`config.mk`:
```
export PLATFORM = sky130hd
export DESIGN_NAME = eu_ooo_issue_queue
export DESIGN_NICKNAME = d
export VERILOG_FILES = /design/src/rtl/eu_ooo_issue_queue.sv
export SDC_FILE = /design/constraint.sdc
export NUM_CORES = 1
export LEC_CHECK = 0
export CORE_MARGIN = 1
export CORE_UTILIZATION = 35
export CTS_CLUSTER_SIZE = 20
export DETAILED_ROUTE_END_ITERATION = 8
export GPL_TIMING_DRIVEN = 0
export PLACE_DENSITY = 0.59
export SLEW_MARGIN = 15
export SYNTH_ARGS = -nofsm -noshare
export SYNTH_HDL_FRONTEND = slang
export SYNTH_SLANG_ARGS = --single-unit
```
`constraint.sdc`:
```
create_clock -name clk -period 4.3 [get_ports clk]
set_input_delay 0.645 -clock clk [delete_from_list [all_inputs] [get_ports clk]]
set_output_delay 0.645 -clock clk [all_outputs]
set_load 0.01 [all_outputs]
```
`src/rtl/eu_ooo_issue_queue.sv`:
```
// Out-of-order issue queue: collapsing entry array (slot 0 = oldest) with
// tag-broadcast wakeup and oldest-ready select toward the EU's ALU.
module eu_ooo_issue_queue #(
    parameter int LOG2_DEPTH = 3,
    parameter int NUM_SRC    = 2,
    parameter int NUM_WAKE   = 2,
    parameter int OPCODE_W   = 6,
    parameter int TAG_W      = 6
) (
    input  logic                      clk,
    input  logic                      reset,
    input  logic                      disp_valid_i,
    output logic                      disp_ready_o,
    input  logic [OPCODE_W-1:0]       disp_opcode_i,
    input  logic [TAG_W-1:0]          disp_dst_tag_i,
    input  logic [NUM_SRC*TAG_W-1:0]  disp_src_tag_i,
    input  logic [NUM_SRC-1:0]        disp_src_rdy_i,
    input  logic [NUM_WAKE-1:0]       wake_valid_i,
    input  logic [NUM_WAKE*TAG_W-1:0] wake_tag_i,
    output logic                      issue_valid_o,
    input  logic                      issue_ready_i,
    output logic [OPCODE_W-1:0]       issue_opcode_o,
    output logic [TAG_W-1:0]          issue_dst_tag_o,
    output logic [NUM_SRC*TAG_W-1:0]  issue_src_tag_o,
    input  logic                      flush_i,
    output logic [LOG2_DEPTH:0]       count_o
);

    localparam int unsigned DEPTH = 2 ** LOG2_DEPTH;
    localparam int          CW    = LOG2_DEPTH + 1;

    logic [CW-1:0]                           r_count;
    logic [DEPTH-1:0]                        r_valid;
    logic [DEPTH-1:0][OPCODE_W-1:0]          r_op;
    logic [DEPTH-1:0][TAG_W-1:0]             r_dst;
    logic [DEPTH-1:0][NUM_SRC*TAG_W-1:0]     r_src;
    logic [DEPTH-1:0][NUM_SRC-1:0]           r_rdy;

    logic [DEPTH-1:0]                        w_vld_nxt;
    logic [DEPTH-1:0][OPCODE_W-1:0]          w_op_nxt;
    logic [DEPTH-1:0][TAG_W-1:0]             w_dst_nxt;
    logic [DEPTH-1:0][NUM_SRC*TAG_W-1:0]     w_src_nxt;
    logic [DEPTH-1:0][NUM_SRC-1:0]           w_rdy_nxt;
    logic [DEPTH-1:0][NUM_SRC-1:0]           w_rdy_wk;
    logic [NUM_SRC-1:0]                      w_disp_rdy;

    logic                  w_any;
    logic [LOG2_DEPTH-1:0] w_sel;
    logic                  w_issue_valid;
    logic                  w_issue_fire;
    logic                  w_disp_ready;
    logic                  w_disp_fire;
    logic [CW-1:0]         w_cnt_nxt;
    logic [CW-1:0]         w_wr;

    function automatic logic f_match(
        input logic [TAG_W-1:0]          tag,
        input logic [NUM_WAKE-1:0]       wv,
        input logic [NUM_WAKE*TAG_W-1:0] wt
    );
        logic hit;
        hit = 1'b0;
        for (int unsigned w = 0; w < NUM_WAKE; w++) begin
            if (wv[w] && (wt[w*TAG_W +: TAG_W] == tag)) hit = 1'b1;
        end
        return hit;
    endfunction

    // Readiness uses registered rdy bits only; wakeups become visible next cycle.
    always_comb begin
        w_any = 1'b0;
        w_sel = '0;
        for (int unsigned i = 0; i < DEPTH; i++) begin
            if (!w_any && r_valid[i] && (&r_rdy[i])) begin
                w_any = 1'b1;
                w_sel = LOG2_DEPTH'(i);
            end
        end
    end

    assign w_issue_valid = w_any & ~flush_i & ~reset;
    assign w_issue_fire  = w_issue_valid & issue_ready_i;
    assign w_disp_ready  = (r_count < CW'(DEPTH)) & ~reset;
    assign w_disp_fire   = disp_valid_i & w_disp_ready & ~flush_i;

    assign disp_ready_o    = w_disp_ready;
    assign issue_valid_o   = w_issue_valid;
    assign issue_opcode_o  = w_issue_valid ? r_op[w_sel]  : '0;
    assign issue_dst_tag_o = w_issue_valid ? r_dst[w_sel] : '0;
    assign issue_src_tag_o = w_issue_valid ? r_src[w_sel] : '0;
    assign count_o         = r_count;

    always_comb begin
        w_rdy_wk   = '0;
        w_disp_rdy = '0;
        for (int unsigned i = 0; i < DEPTH; i++) begin
            for (int unsigned s = 0; s < NUM_SRC; s++) begin
                w_rdy_wk[i][s] = r_rdy[i][s] |
                    f_match(r_src[i][s*TAG_W +: TAG_W], wake_valid_i, wake_tag_i);
            end
        end
        for (int unsigned s = 0; s < NUM_SRC; s++) begin
            w_disp_rdy[s] = disp_src_rdy_i[s] |
                f_match(disp_src_tag_i[s*TAG_W +: TAG_W], wake_valid_i, wake_tag_i);
        end
    end

    // Order within one edge: wakeup, then collapse above the issued slot, then append.
    always_comb begin
        w_cnt_nxt = r_count + CW'(w_disp_fire) - CW'(w_issue_fire);
        w_wr      = r_count - CW'(w_issue_fire);
        w_vld_nxt = '0;
        w_op_nxt  = '0;
        w_dst_nxt = '0;
        w_src_nxt = '0;
        w_rdy_nxt = '0;
        for (int unsigned i = 0; i < DEPTH; i++) begin
            int unsigned j;
            j = i;
            if (w_issue_fire && (i >= 32'(w_sel)) && (i < DEPTH - 1)) j = i + 1;
            w_op_nxt[i]  = r_op[j];
            w_dst_nxt[i] = r_dst[j];
            w_src_nxt[i] = r_src[j];
            w_rdy_nxt[i] = w_rdy_wk[j];
            if (w_disp_fire && (CW'(i) == w_wr)) begin
                w_op_nxt[i]  = disp_opcode_i;
                w_dst_nxt[i] = disp_dst_tag_i;
                w_src_nxt[i] = disp_src_tag_i;
                w_rdy_nxt[i] = w_disp_rdy;
            end
            w_vld_nxt[i] = (CW'(i) < w_cnt_nxt);
            if (!w_vld_nxt[i]) w_rdy_nxt[i] = '0;
        end
    end

    always_ff @(posedge clk) begin
        if (reset || flush_i) begin
            r_count <= '0;
            r_valid <= '0;
            r_op    <= '0;
            r_dst   <= '0;
            r_src   <= '0;
            r_rdy   <= '0;
        end else begin
            r_count <= w_cnt_nxt;
            r_valid <= w_vld_nxt;
            r_op    <= w_op_nxt;
            r_dst   <= w_dst_nxt;
            r_src   <= w_src_nxt;
            r_rdy   <= w_rdy_nxt;
        end
    end

endmodule

```
; ---- Word-level counts from Yosys, hierarchy flattened
; Index checks and enable logic that the tools add are counted.
[classes]
n_addsub = 3
order_cmp = 24
eq_ne = 43
mux = 152
bitwise_logic = 34
reduce_logical = 91
[op_table]
columns = op, count
row1 = 12-bit binary-select mux with 3-bit select, 8
row2 = 6-bit binary-select mux with 3-bit select, 16
row3 = 32-bit by 4-bit less-than comparator with 1-bit output (second input constant), 7
row4 = 6-bit == test, 36
row5 = 12-bit 2-to-1 mux, 16
row6 = 6-bit 2-to-1 mux, 32
row7 = 1-bit logical AND, 66
row8 = 1-bit 2-to-1 mux, 49
row9 = 2-bit binary-select mux with 3-bit select, 7
row10 = 2-bit 2-to-1 mux, 19
row11 = 1-bit OR, 18
row12 = 3-bit by 4-bit == test with 1-bit output (first input constant), 4
row13 = 3-bit by 4-bit less-than comparator with 1-bit output (first input constant), 4
row14 = 2-bit AND reduction, 8
row15 = 2-bit OR reduction, 8
row16 = 3-bit 2-to-1 mux, 5
row17 = 1-bit NOT, 10
row18 = 3-bit >= comparator (first input constant), 3
row19 = 2-bit by 4-bit == test with 1-bit output (first input constant), 2
row20 = 1-bit by 4-bit less-than comparator with 1-bit output (first input constant), 2
row21 = 2-bit by 4-bit less-than comparator with 1-bit output (first input constant), 2
row22 = 4-bit by 1-bit subtractor with 4-bit output, 2
row23 = 1-bit logical NOT, 7
row24 = 1-bit bitwise AND, 6
row25 = 8 further kinds, 10
[word_totals]
register_bits = 220
wordCells = 381

; ---- Depth between registers and ports, before layout
; Gate-level depths: netlist of the first run.
[depth]
ltp_word = 39
mapped_depth = 16
ltp_nobuf = 15

; ---- Worst setup path before layout of the first run
; OpenSTA, ideal clock, no wires.
[synth_path]
path_kind = input -> register
start = input port flush_i
end = register r_rdy[8] (netlist bit)
setup_time_ps = 92
arrival_ps = 3624
t_required_ps = 4208
setup_slack_ps = 584
path_stages = 15
path_buffers = 3
path_cell_list = or2_1 buf_2 clkbuf_1 clkbuf_1 a21oi_1 and2_1 ha_1 inv_1 ha_1 fa_1 xor2_1 or2_2 o22ai_1 nand2_1 o32ai_1
[synth_via]
elab_chain_cells = 9
[synth_rtl]
columns = element, line
row1 = start: declaration, 25  ; input logic flush_i,
row2 = 1-bit NOT *, 81  ; assign w_issue_valid = w_any & ~flush_i & ~reset;
row3 = 1-bit bitwise AND * (2 in a row), 81
row4 = named net issue_valid_o, 20  ; output logic issue_valid_o,
row5 = 1-bit bitwise AND *, 82  ; assign w_issue_fire = w_issue_valid & issue_ready_i;
row6 = "parallel branches: the longest is 5 deep, another holds 4-bit by 1-bit subtractor with 4-bit output", --
row7 = end signal: assignment, 150  ; r_rdy <= w_rdy_nxt;
row8 = end: declaration, 37  ; logic [DEPTH-1:0][NUM_SRC-1:0] r_rdy;
; Mark *: on every way through the listed nets, which the timed path passes. The select of a mux whose other input is x is not followed.
; A chain may end at the register's enable or synchronous reset.

; ---- Final worst setup path of the first run
[layout_path]
start = register r_rdy[7] (netlist bit)
end = output port issue_src_tag_o[3]
[layout_via]
elab_chain_cells = 22
[layout_rtl]
columns = element, line
row1 = 2-bit AND reduction *, 74  ; if (!w_any && r_valid[i] && (&r_rdy[i])) begin
row2 = 1-bit logical AND *, 74
row3 = 1-bit 2-to-1 mux, 74
row4 = 1-bit logical NOT, 74
row5 = 1-bit logical AND (2 in a row), 74
row6 = 1-bit 2-to-1 mux, 74
row7 = 1-bit logical NOT, 74
row8 = 1-bit logical AND (2 in a row), 74
row9 = [2 not listed], --
row10 = 1-bit logical AND (2 in a row), 74
row11 = 1-bit 2-to-1 mux, 74
row12 = 1-bit logical NOT, 74
row13 = 1-bit logical AND (2 in a row), 74
row14 = 3-bit 2-to-1 mux / 1-bit 2-to-1 mux (equally long branches), 74
row15 = 12-bit binary-select mux with 3-bit select / 1-bit bitwise AND (equally long branches), "90, 81"
row16 = 12-bit 2-to-1 mux (not written as such) / 1-bit bitwise AND (equally long branches), "90, 81"
row17 = 12-bit 2-to-1 mux *, 90  ; assign issue_src_tag_o = w_issue_valid ? r_src[w_sel] : '0;
row18 = end: declaration, 24  ; output logic [NUM_SRC*TAG_W-1:0] issue_src_tag_o,
; Every way passes the cells marked *; elsewhere a longest branch is shown, timed or not. The select of a mux whose other input is x is not followed.

==> run summary, run 1 <==
Outcome: completed
CTS buffer count: 26
CP startpoint kind: flip-flop
P_sw: 1.214 mW
Hold EP: r_op[46]
Root Buffer: clkbuf_16
Tcrit/Tclk final: 98.39%
Pins over their slew limit: 0
Cells after DPL: 2158
Sequential power share: 44.7%
GRT Total Usage: 26.32%
Final std cells w/o fill: 2201
CP Max Fanout: 10
Vias in the first global route: 12610
Worst Max-Slew Pin Slew: 916.1 ps
Overflow after GRT: 0
First-pass DRT Iterations: 6
Routed wire length: 54950 um
Synth Warn #: 0
CP bufs+invs: 3
Synth Area per Inst: 8.696 sq um
Post-synth top flop: dfxtp_1
Clk buf depth: 3
EDFF count, synth: 0
CTS tree: yes
Die extent in x: 200.9 um
Initial core utilization: 35.65%
Via count: 13000
Top Family by Delay on Critical Path: buffers and inverters
Seq cells post-synth: 219
Clk_lat worst skew: 560 ps
Post-CTS Hold Fix Bufs: 0
Critical setup path kind: reg -> out
RePlAce Congestion: 0.9742
Leak: 5.711 nW
IO buf count: 48
Row Count: 72
Switching Share: 26.55%
Reg2reg setup slack: 460 ps
Post-synth cell types: 53
Part of the power in combinational logic: 8.5%
Filler cell count: 3910
Die Height: 200.9 um
Setup TNS: 0 ps
Int Pwr: 3.357 mW
Vias/cell: 5.906
Crit path cell chain: and3_1 -> nor2_2 -> nand2_1 -> or3_1 -> clkbuf_1 -> clkbuf_2 -> o211ai_1 -> clkdlybuf4s50_1
Syn nets: 1645
Synth async-reset ratio: 0%
DRT iter0 DRCs: 1513
Power density over cell area: 289.0 mW/mm^2
Post-layout min period: 4231 ps
Crit. End Element: primary output
Post-DP HPWL: 41060 um
Final hold viol count: 0
Max-Cap Viols: 0
Cell taking the most area after synthesis: dfxtp_1
Hold_sp: r_op[46]
Count leader, synth: dfxtp_1
I/O pins: 75
Worst slew margin: 38.93%
Routed length per placed instance: 24.97 um
Worst Path Required: 3650 ps
Final ANT Viol Nets: 0
Maximum clock frequency: 236.4 MHz
Min-delay worst type: reg -> reg
Ant. Diodes: 0
WP data arrival: 3590 ps
R2r worst-path depth: 15
Clock transition at path regs: 60 ps
Skew final: 13.01 ps
VDD IR max: 0.3033 mV
Initial antenna violation count: 1
First-pass GRT wire length: 81220 um
Max incr delay on CP: 620 ps
Die Area: 0.04035 sq mm
R2R Path End: r_dst[32]
Sequential fraction of the synthesis area: 31.67%
Hold depth: 2
Synth Instances: 1592
Final setup vio count: 0
# clock sinks: 219
# H-tree levels: 1
Share of cells above drive strength 1: 10.81%
Slowest-stage cell, CP: clkdlybuf4s50_1
Core area: 0.03883 sq mm
Area added between synthesis and finish: 14.24%
Post-synth top cells: dfxtp_1 (219), mux2i_1 (180), nor2_1 (120)
Reg2reg start: r_rdy[1]
Final net count: 1721
Post-Syn Area: 0.01384 sq mm
Top cell type's share of synthesized area: 31.67%
Clock power share: 46.8%
Largest net degree at the start of global routing: 15
# DRC: 0
Synth area leaders: dfxtp_1 (32%), mux2i_1 (13%), xnor2_1 (7.0%)
==> placed cells by master, fill, tap and decap left out, types with 5 or more instances in the layout <==
cell             netlist  final
dfxtp_1              219    219
mux2i_1              180    180
nor2_1               120    119
xor2_1               111    111
xnor2_1              111    111
a21oi_1              107    107
nand2_1               99     98
o21ai_0               94     94
a211oi_1              75     75
clkbuf_1              73     70
buf_2                 53     53
a22o_1                50     50
clkdlybuf4s50_1        0     48
nand4_1               38     38
nor4_1                33     33
mux2_2                26     26
clkbuf_16              0     26
a22oi_1               24     24
o211ai_1              24     24
a211oi_2              12     12
a311oi_2              12     12
buf_1                 11     11
clkbuf_2               0     10
or3_1                 10     10
buf_4                  9     10
nor3_1                11     10
nand3_1               10      9
inv_1                  9      9
o32ai_1                8      8
ha_1                   7      7
buf_6                  6      6
and2_1                 5      5
and3_1                 5      5
clkbuf_8               0      5
==> cells by family after synthesis <==
family                   share of synthesized area, %
buffers and inverters                           5.441
XOR/XNOR                                        14.05
multiplexers                                    15.13
adder cells (fa/ha/maj)                        0.7773
flip-flops                                      31.67
AO/OA/AOI/OAI                                   21.01
AND/OR/NAND/NOR                                 11.92
==> layout make-up <==
type	count	area (sq um)	share of cell area (%)
buffer	151	728.2	4.604
clock buffer	40	753.2	4.763
clock inverter	3	40.04	0.2532
inverter	10	37.54	0.2373
multi-input combinational	1211	8736	55.24
sequential	219	4384	27.72
tap	518	648.1	4.098
timing repair buffer	49	488.0	3.085
==> stage by stage <==
stage	hold slack, ps	setup slack (ps)	power [mW]	cell area, sq um	utilization (%)
2_1_floorplan	448.0	584.2	2.323	13840	-
3_3_place_gp	465.7	-937.9	2.461	14970	38.56
3_5_place_dp	469.2	-1002	2.467	14970	38.56
4_1_cts	477.3	32.43	4.573	15790	40.66
5_1_grt	502.2	-3.123	4.695	15820	40.73
6_report	477.8	69.11	4.571	15820	40.73
==> registers in the layout (all words and copies together), names as in the netlist <==
name / flops
r_src: 96
r_dst: 48
r_op: 48
r_rdy: 16
r_valid: 7
count_o: 4
==> power groups by stage <==
stage / sequential (mW) / combinational [mW] / clock [mW]
after floorplan: 2.09 / 0.238 / 0
after global placement: 2.09 / 0.373 / 0
after detailed placement: 2.09 / 0.379 / 0
after CTS: 2.04 / 0.380 / 2.15
after global routing: 2.04 / 0.409 / 2.24
final: 2.04 / 0.388 / 2.14
==> worst reg2reg max path: stages, from the launching register on <==
cell      delay [ps]
dfxtp_1          410
nand3_2          250
and2_1           220
buf_2            160
nand2_1          150
nor2_1            70
a21oi_1          220
and2_1           180
ha_1             170
nand2_1           70
xor2_1           270
and2b_1          260
nand4_1          390
clkbuf_1         400
clkbuf_2         340
a21oi_1          200
==> how the worst max path moves through the flow <==
stage	start	endpoint	cells past startpoint
detailed placement	reset	r_rdy[12]	16
floorplan	flush_i	r_rdy[8]	15
finish	r_rdy[7]	issue_src_tag_o[3]	8
global placement	reset	r_rdy[12]	16
CTS	r_rdy[8]	issue_src_tag_o[3]	9
global route	reset	issue_src_tag_o[1]	8
==> timing repair <==
action | CTS | global route
hold endpoints to repair | 0 | 0
resized for setup | 12 | 13
endpoints found under the setup margin | 118 | 51
buffers inserted | 0 | 1
==> per-layer routing <==
| layer | up-vias | share of wire [%] | wire, um | GRT usage (%) |
|---|---|---|---|---|
| met5 | - | 0.022 | 12 | 0 |
| met4 | 2 | 3.9 | 2154 | 9.706 |
| met3 | 125 | 8.3 | 4568 | 4.659 |
| met2 | 651 | 44 | 24080 | 41.32 |
| met1 | 6325 | 44 | 24140 | 35.84 |
| li1 | 5897 | - | - | - |
No activity file was read; power rests on OpenSTA's default activity.
==> run 2, diff against run 1 <==
CORE_ASPECT_RATIO = 0.8   (was unset)
==> run 2 against run 1 <==
  * Clock power rose by 6%
  * Clock skew up 7.2 ps
  * Setup slack gained 43 ps
  * Hold slack improved by 1.8 ps
  * Clock-buffer cell count stayed put
  * Sequential share of layout area decreased by 0.16 points
  * First-iteration DRC count grew 0.59%
  * Sequential power is essentially flat
  * Core utilization rose by 0.48 points
  * Design area increased by 0.57%
  * Cell count rose by 0.59%
  * Largest cell class unchanged
  * Largest power group unchanged
==> run summary, run 2 (synthesized netlist as in run 1, its figures left out) <==
Outcome: completed
Worst slew margin: 36.95%
P_sw: 1.222 mW
CP Max Fanout: 10
Largest register FFs: 96
CTS buffer count: 26
Via count: 13320
Leak: 5.777 nW
Pins over their slew limit: 0
Row Count: 64
Share of cells above drive strength 1: 11.45%
Hold_sp: r_op[43]
WP data arrival: 3540 ps
Most frequent cells in the layout: dfxtp_1 (219), mux2i_1 (180), nor2_1 (118)
Final std cells w/o fill: 2214
Crit. End Element: primary output
Crit path launch: r_rdy[9]
Finished Cell Area: 0.01591 sq mm
Post-place setup slack: -996.3 ps
Setup TNS: 0 ps
DRT iter0 DRCs: 1522
Int Pwr: 3.475 mW
GRT Total Usage: 27.24%
First-pass GRT wire length: 83030 um
Commonest non-fill, non-tap cell in the layout: dfxtp_1
Clk buf depth: 3
Final ANT Viol Nets: 0
VDD IR max: 0.2667 mV
Part of the power in combinational logic: 8.4%
Post-DP HPWL: 41930 um
Largest Register: r_src
Filler cell count: 3938
IO buf count: 48
Clock power share: 48.1%
Max-Cap Viols: 0
CTS tree: yes
Root Buffer: clkbuf_16
Clock transition at path regs: 60 ps
Reg2reg start: r_rdy[1]
Skew final: 20.19 ps
Die extent in x: 224.4 um
Die Height: 179.9 um
Fin worst setup slack: 112.0 ps
# DRC: 0
Worst Max-Slew Pin Slew: 945.8 ps
Power density over cell area: 295.3 mW/mm^2
Switching Share: 26.02%
First-pass DRT Iterations: 5
Largest net degree at the start of global routing: 13
Area after DPL: 0.01498 sq mm
Worst Path Required: 3650 ps
Vias/cell: 6.017
# clock sinks: 219
# H-tree levels: 1
Vias in the first global route: 12380
Initial core utilization: 35.87%
Tcrit/Tclk final: 97.39%
RePlAce Congestion: 0.9831
Largest registers: r_src x96, r_dst x48, r_op x48
Cells after DPL: 2168
Initial antenna violation count: 1
Overflow after GRT: 0
Core area: 0.03860 sq mm
Routed wire length: 56370 um
I/O pins: 75
CP startpoint kind: flip-flop
Final setup vio count: 0
Area added between synthesis and finish: 14.90%
Clk_lat worst skew: 570 ps
Maximum clock frequency: 238.8 MHz
Min-delay worst type: reg -> reg
Die Area: 0.04036 sq mm
Sequential power share: 43.5%
Ant. Diodes: 0
Critical setup path kind: reg -> out
Hold_ws: 479.6 ps
Routed length per placed instance: 25.46 um
RSZ-0062 raised after global routing: no
Post-CTS Hold Fix Bufs: 0
Final hold viol count: 0
Final net count: 1723
Post-layout min period: 4188 ps
run 2: changes by cell type in the layout (fill, tap and decap cells not counted), moves of 2 or more:
cell,previous run,this run
buf_4,10,13
clkbuf_4,1,4
clkbuf_2,10,12
clkbuf_1,70,62
clkbuf_8,5,7
run 2: layer usage:
layer	GRT usage (%)	part of all wire (%)	vias up
met5	0	0	-
li1	-	-	5899
met2	39.54	42	716
met1	39.99	45	6596
met3	4.642	9.6	111
met4	9.633	3.7	0
run 2: layout make-up:
cell class	count	area [sq um]	share of cell area [%]
clock buffers	40	794.5	4.995
plain buffers	151	744.5	4.681
repair buffers	51	501.7	3.154
well taps	528	660.6	4.154
flip-flops and latches	219	4384	27.56
multi-input cells	1211	8735	54.92
inverters	10	37.54	0.2360
clock inverters	4	47.55	0.2989
run 2: worst paths after layout:
check / end / slack, ps / cells after the start
worst max-delay path: issue_src_tag_o[10] / 110 / 10
worst min-delay path: r_op[43] / 480 / 2
worst max register to register: r_dst[30] / 400 / 15
worst min register to register: r_op[43] / 480 / 2
run 2: metrics by stage:
step / total power, mW / util (%)
3_5_place_dp: 2.470 / 38.82
4_1_cts: 4.692 / 41.09
2_1_floorplan: 2.323 / -
5_1_grt: 4.813 / 41.21
3_3_place_gp: 2.467 / 38.82
6_report: 4.698 / 41.21
run 2: power groups by stage:
stage / clock network, mW / registers (mW) / logic [mW]
2_1_floorplan: 0 / 2.09 / 0.238
3_3_place_gp: 0 / 2.09 / 0.379
3_5_place_dp: 0 / 2.09 / 0.383
4_1_cts: 2.26 / 2.04 / 0.385
5_1_grt: 2.35 / 2.04 / 0.417
6_report: 2.26 / 2.04 / 0.396
run 2: what timing repair did:
action,4_1_cts,5_1_grt
pin swaps,1,2
gates cloned,0,0
endpoints found under the setup margin,129,97
setup buffers,0,3
resized for setup,17,24
hold endpoints to repair,0,0
run 2: worst max-delay path, stage by stage (launching register included):
cell	delay (ps)
dfxtp_1	420
nand3_1	310
nand2_1	190
a21o_1	160
buf_2	250
a21o_1	140
buf_2	200
clkbuf_4	320
mux2i_1	110
o211ai_1	280
clkdlybuf4s50_1	600
==> run 3, diff against run 2 <==
ABC_AREA = 1   (was unset)
==> run 3 against run 2 <==
  * The flow now finishes with violations (negative setup slack)
  * Synthesized cell count grew 65%
  * Critical path depth grew 4
  * Fmax shrank 4.0%
  * Synthesized area grew 13%
  * Wire length grew 51%
  * First-iteration DRC count grew 74%
  * Sequential share of layout area shrank 3.2 points
  * Clock-buffer cell count shrank 3
  * Clock skew grew 0.79 ps
  * Global-route usage grew 9.6 points
  * Sequential power is essentially flat
  * Critical path type unchanged
  * Largest power group unchanged
==> run summary, run 3 <==
Outcome: finished with violations
Violated checks: negative setup slack
Most used cell, CP: nor2_1
Synth Warn #: 0
GRT Total Usage: 36.79%
Synth Instances: 2633
Tcrit/Tclk final: 101.4%
Routed length per placed instance: 25.43 um
Post-layout min period: 4362 ps
Post-synth cell types: 47
Cell taking the most area after synthesis: dfxtp_1
First-pass GRT wire length: 120600 um
Post-DP HPWL: 65910 um
Die Area: 0.04542 sq mm
Sequential fraction of the synthesis area: 28.11%
Final setup vio count: 2
RePlAce Congestion: 1.038
Largest registers: r_src x96, r_dst x48, r_op x48
Critical setup path kind: reg -> out
Slowest-stage cell, CP: clkdlybuf4s50_1
# clock sinks: 219
Seq cells post-synth: 219
Maximum clock frequency: 229.3 MHz
Fin worst setup slack: -61.91 ps
Commonest non-fill, non-tap cell in the layout: nand2_1
Largest register FFs: 96
Clk buf depth: 3
Most frequent cells in the layout: nand2_1 (599), nor2_1 (372), inv_1 (262)
Top cell type's share of synthesized area: 28.11%
Root Buffer: clkbuf_16
Power density over cell area: 276.5 mW/mm^2
Max-Cap Viols: 0
Post-synth top cells: nand2_1 (601), nor2_1 (384), inv_1 (262)
Overflow after GRT: 0
Area added between synthesis and finish: 15.27%
Post-CTS Hold Fix Bufs: 0
IO buf count: 66
CP Max Fanout: 10
Count leader, synth: nand2_1
WP data arrival: 3720 ps
Crit path cell chain: nand3_1 -> nand2_1 -> nor2_4 -> nand3_2 -> nand2_4 -> inv_2 -> nand2_8 -> buf_6 -> buf_4 -> nor2_1 -> nor2_1 -> nor2_1 -> nor2_2 -> clkdlybuf4s50_1
Syn nets: 2686
Initial core utilization: 35.81%
Post-Syn Area: 0.01560 sq mm
Final hold viol count: 0
Core area: 0.04356 sq mm
Row Count: 68
Initial antenna violation count: 0
Worst Max-Slew Pin Slew: 1395 ps
Final std cells w/o fill: 3344
CP bufs+invs: 4
Worst Path Required: 3650 ps
I/O pins: 75
VDD IR max: 0.2588 mV
DRT iter0 DRCs: 2642
CTS buffer count: 27
Synth async-reset ratio: 0%
Synth Area per Inst: 5.924 sq um
Largest Register: r_src
Crit. End Element: primary output
Pins over their slew limit: 0
# H-tree levels: 1
RSZ-0062 raised after global routing: yes
Cells after DPL: 3294
Vias in the first global route: 17240
Skew final: 20.99 ps
# DRC: 0
Worst slew margin: 6.983%
Final ANT Viol Nets: 0
Vias/cell: 5.692
CTS tree: yes
Routed wire length: 85030 um
Final net count: 2782
First-pass DRT Iterations: 8
CP startpoint kind: flip-flop
Die Height: 190.8 um
Post-synth top flop: dfxtp_1
Final Power: 4.971 mW
Min-delay worst type: reg -> reg
Clk_lat worst skew: 570 ps
Largest net degree at the start of global routing: 13
Post-place setup slack: -36.08 ps
Via count: 19040
Synth area leaders: dfxtp_1 (28%), nand2_1 (14%), nor2_1 (9.2%)
Setup TNS: -109.2 ps
Share of cells above drive strength 1: 7.278%
EDFF count, synth: 0
Clock transition at path regs: 60 ps
Max incr delay on CP: 580 ps
Top Family by Delay on Critical Path: simple AND/OR/NAND/NOR gates
Die extent in x: 238.0 um
Leak: 7.786 nW
## run 3: changes by cell type after synthesis, moves of 58 or more
cell / change
xor2_1: -76
mux2i_1: -180
a211oi_1: -67
nand3_1: +217
nand2_1: +502
nor2_1: +264
o22ai_1: +58
o21ai_0: +128
inv_1: +253
a21oi_1: +61
o21ai_1: +91
xnor2_1: -99
## run 3: cell type report
class | instances | area [sq um]
well taps | 595 | 744.5
fillers | 4863 | 25580
repair buffers | 67 | 668.1
diodes | 1 | 2.502
clock inverters | 11 | 112.6
plain buffers | 175 | 875.8
inverters | 282 | 1061
clock buffers | 37 | 773.2
multi-input cells | 1957 | 9358
flip-flops and latches | 219 | 4384
## run 3: kinds of logic (layout without fill, tap and decap cells)
family	after synthesis	after routing	synth area share [%]
other cells	0	1	0
flops	219	219	28.11
simple gates	1310	1310	35.87
buf+inv	457	572	12.31
xor+xnor	48	48	2.743
compound gates	591	591	20.28
fa+ha+maj	8	8	0.6899
## run 3: final timing paths
kind,startpoint,end,slack (ps),depth (start not counted)
worst min-delay path,r_dst[40],r_dst[40],470,2
worst max-delay path,r_rdy[1],issue_src_tag_o[6],-60,14
worst min register to register,r_dst[40],r_dst[40],470,2
worst max register to register,r_rdy[1],r_src[11],60,17
## run 3: where the power goes
part	switching, mW	total (mW)	internal [mW]
clock network	1.02	2.39	1.37
logic	0.414	0.544	0.129
registers	0.00344	2.04	2.03
## run 3: worst reg2reg max path, cell delays in order (launching register included)
cell and delay (ps):
dfxtp_1 340, nand3_1 160, nand2_1 140, nor2_4 220
nand2_2 100, nor2_4 160, nand3_2 180, nand3_4 180
inv_4 100, ha_1 240, ha_1 410, inv_1 100
nor3_2 490, nand2_1 440, clkbuf_1 370, o21ai_0 350
a21oi_1 80, nor2_1 110
## run 3: stage by stage
| step | hold WS [ps] | util (%) | instance area [sq um] |
|---|---|---|---|
| after floorplan | 440.1 | - | 15600 |
| after global placement | 458.1 | 39.03 | 17000 |
| after detailed placement | 461.2 | 39.03 | 17000 |
| after CTS | 469.2 | 41.15 | 17930 |
| after global routing | 496.7 | 41.27 | 17980 |
| final | 466.0 | 41.27 | 17980 |
## run 3: per-layer routing
layer | wire length [um] | vias to the layer above | GRT usage, %
li1 | - | 8777 | -
met5 | 0 | - | 0
met3 | 10100 | 163 | 7.745
met2 | 34200 | 1193 | 52.83
met1 | 37720 | 8902 | 53.80
met4 | 3024 | 0 | 12.30
## run 3: what timing repair did
item,4_1_cts,5_1_grt
setup buffers,0,1
gates cloned,0,0
setup endpoints to repair,24,23
resized for setup,14,19
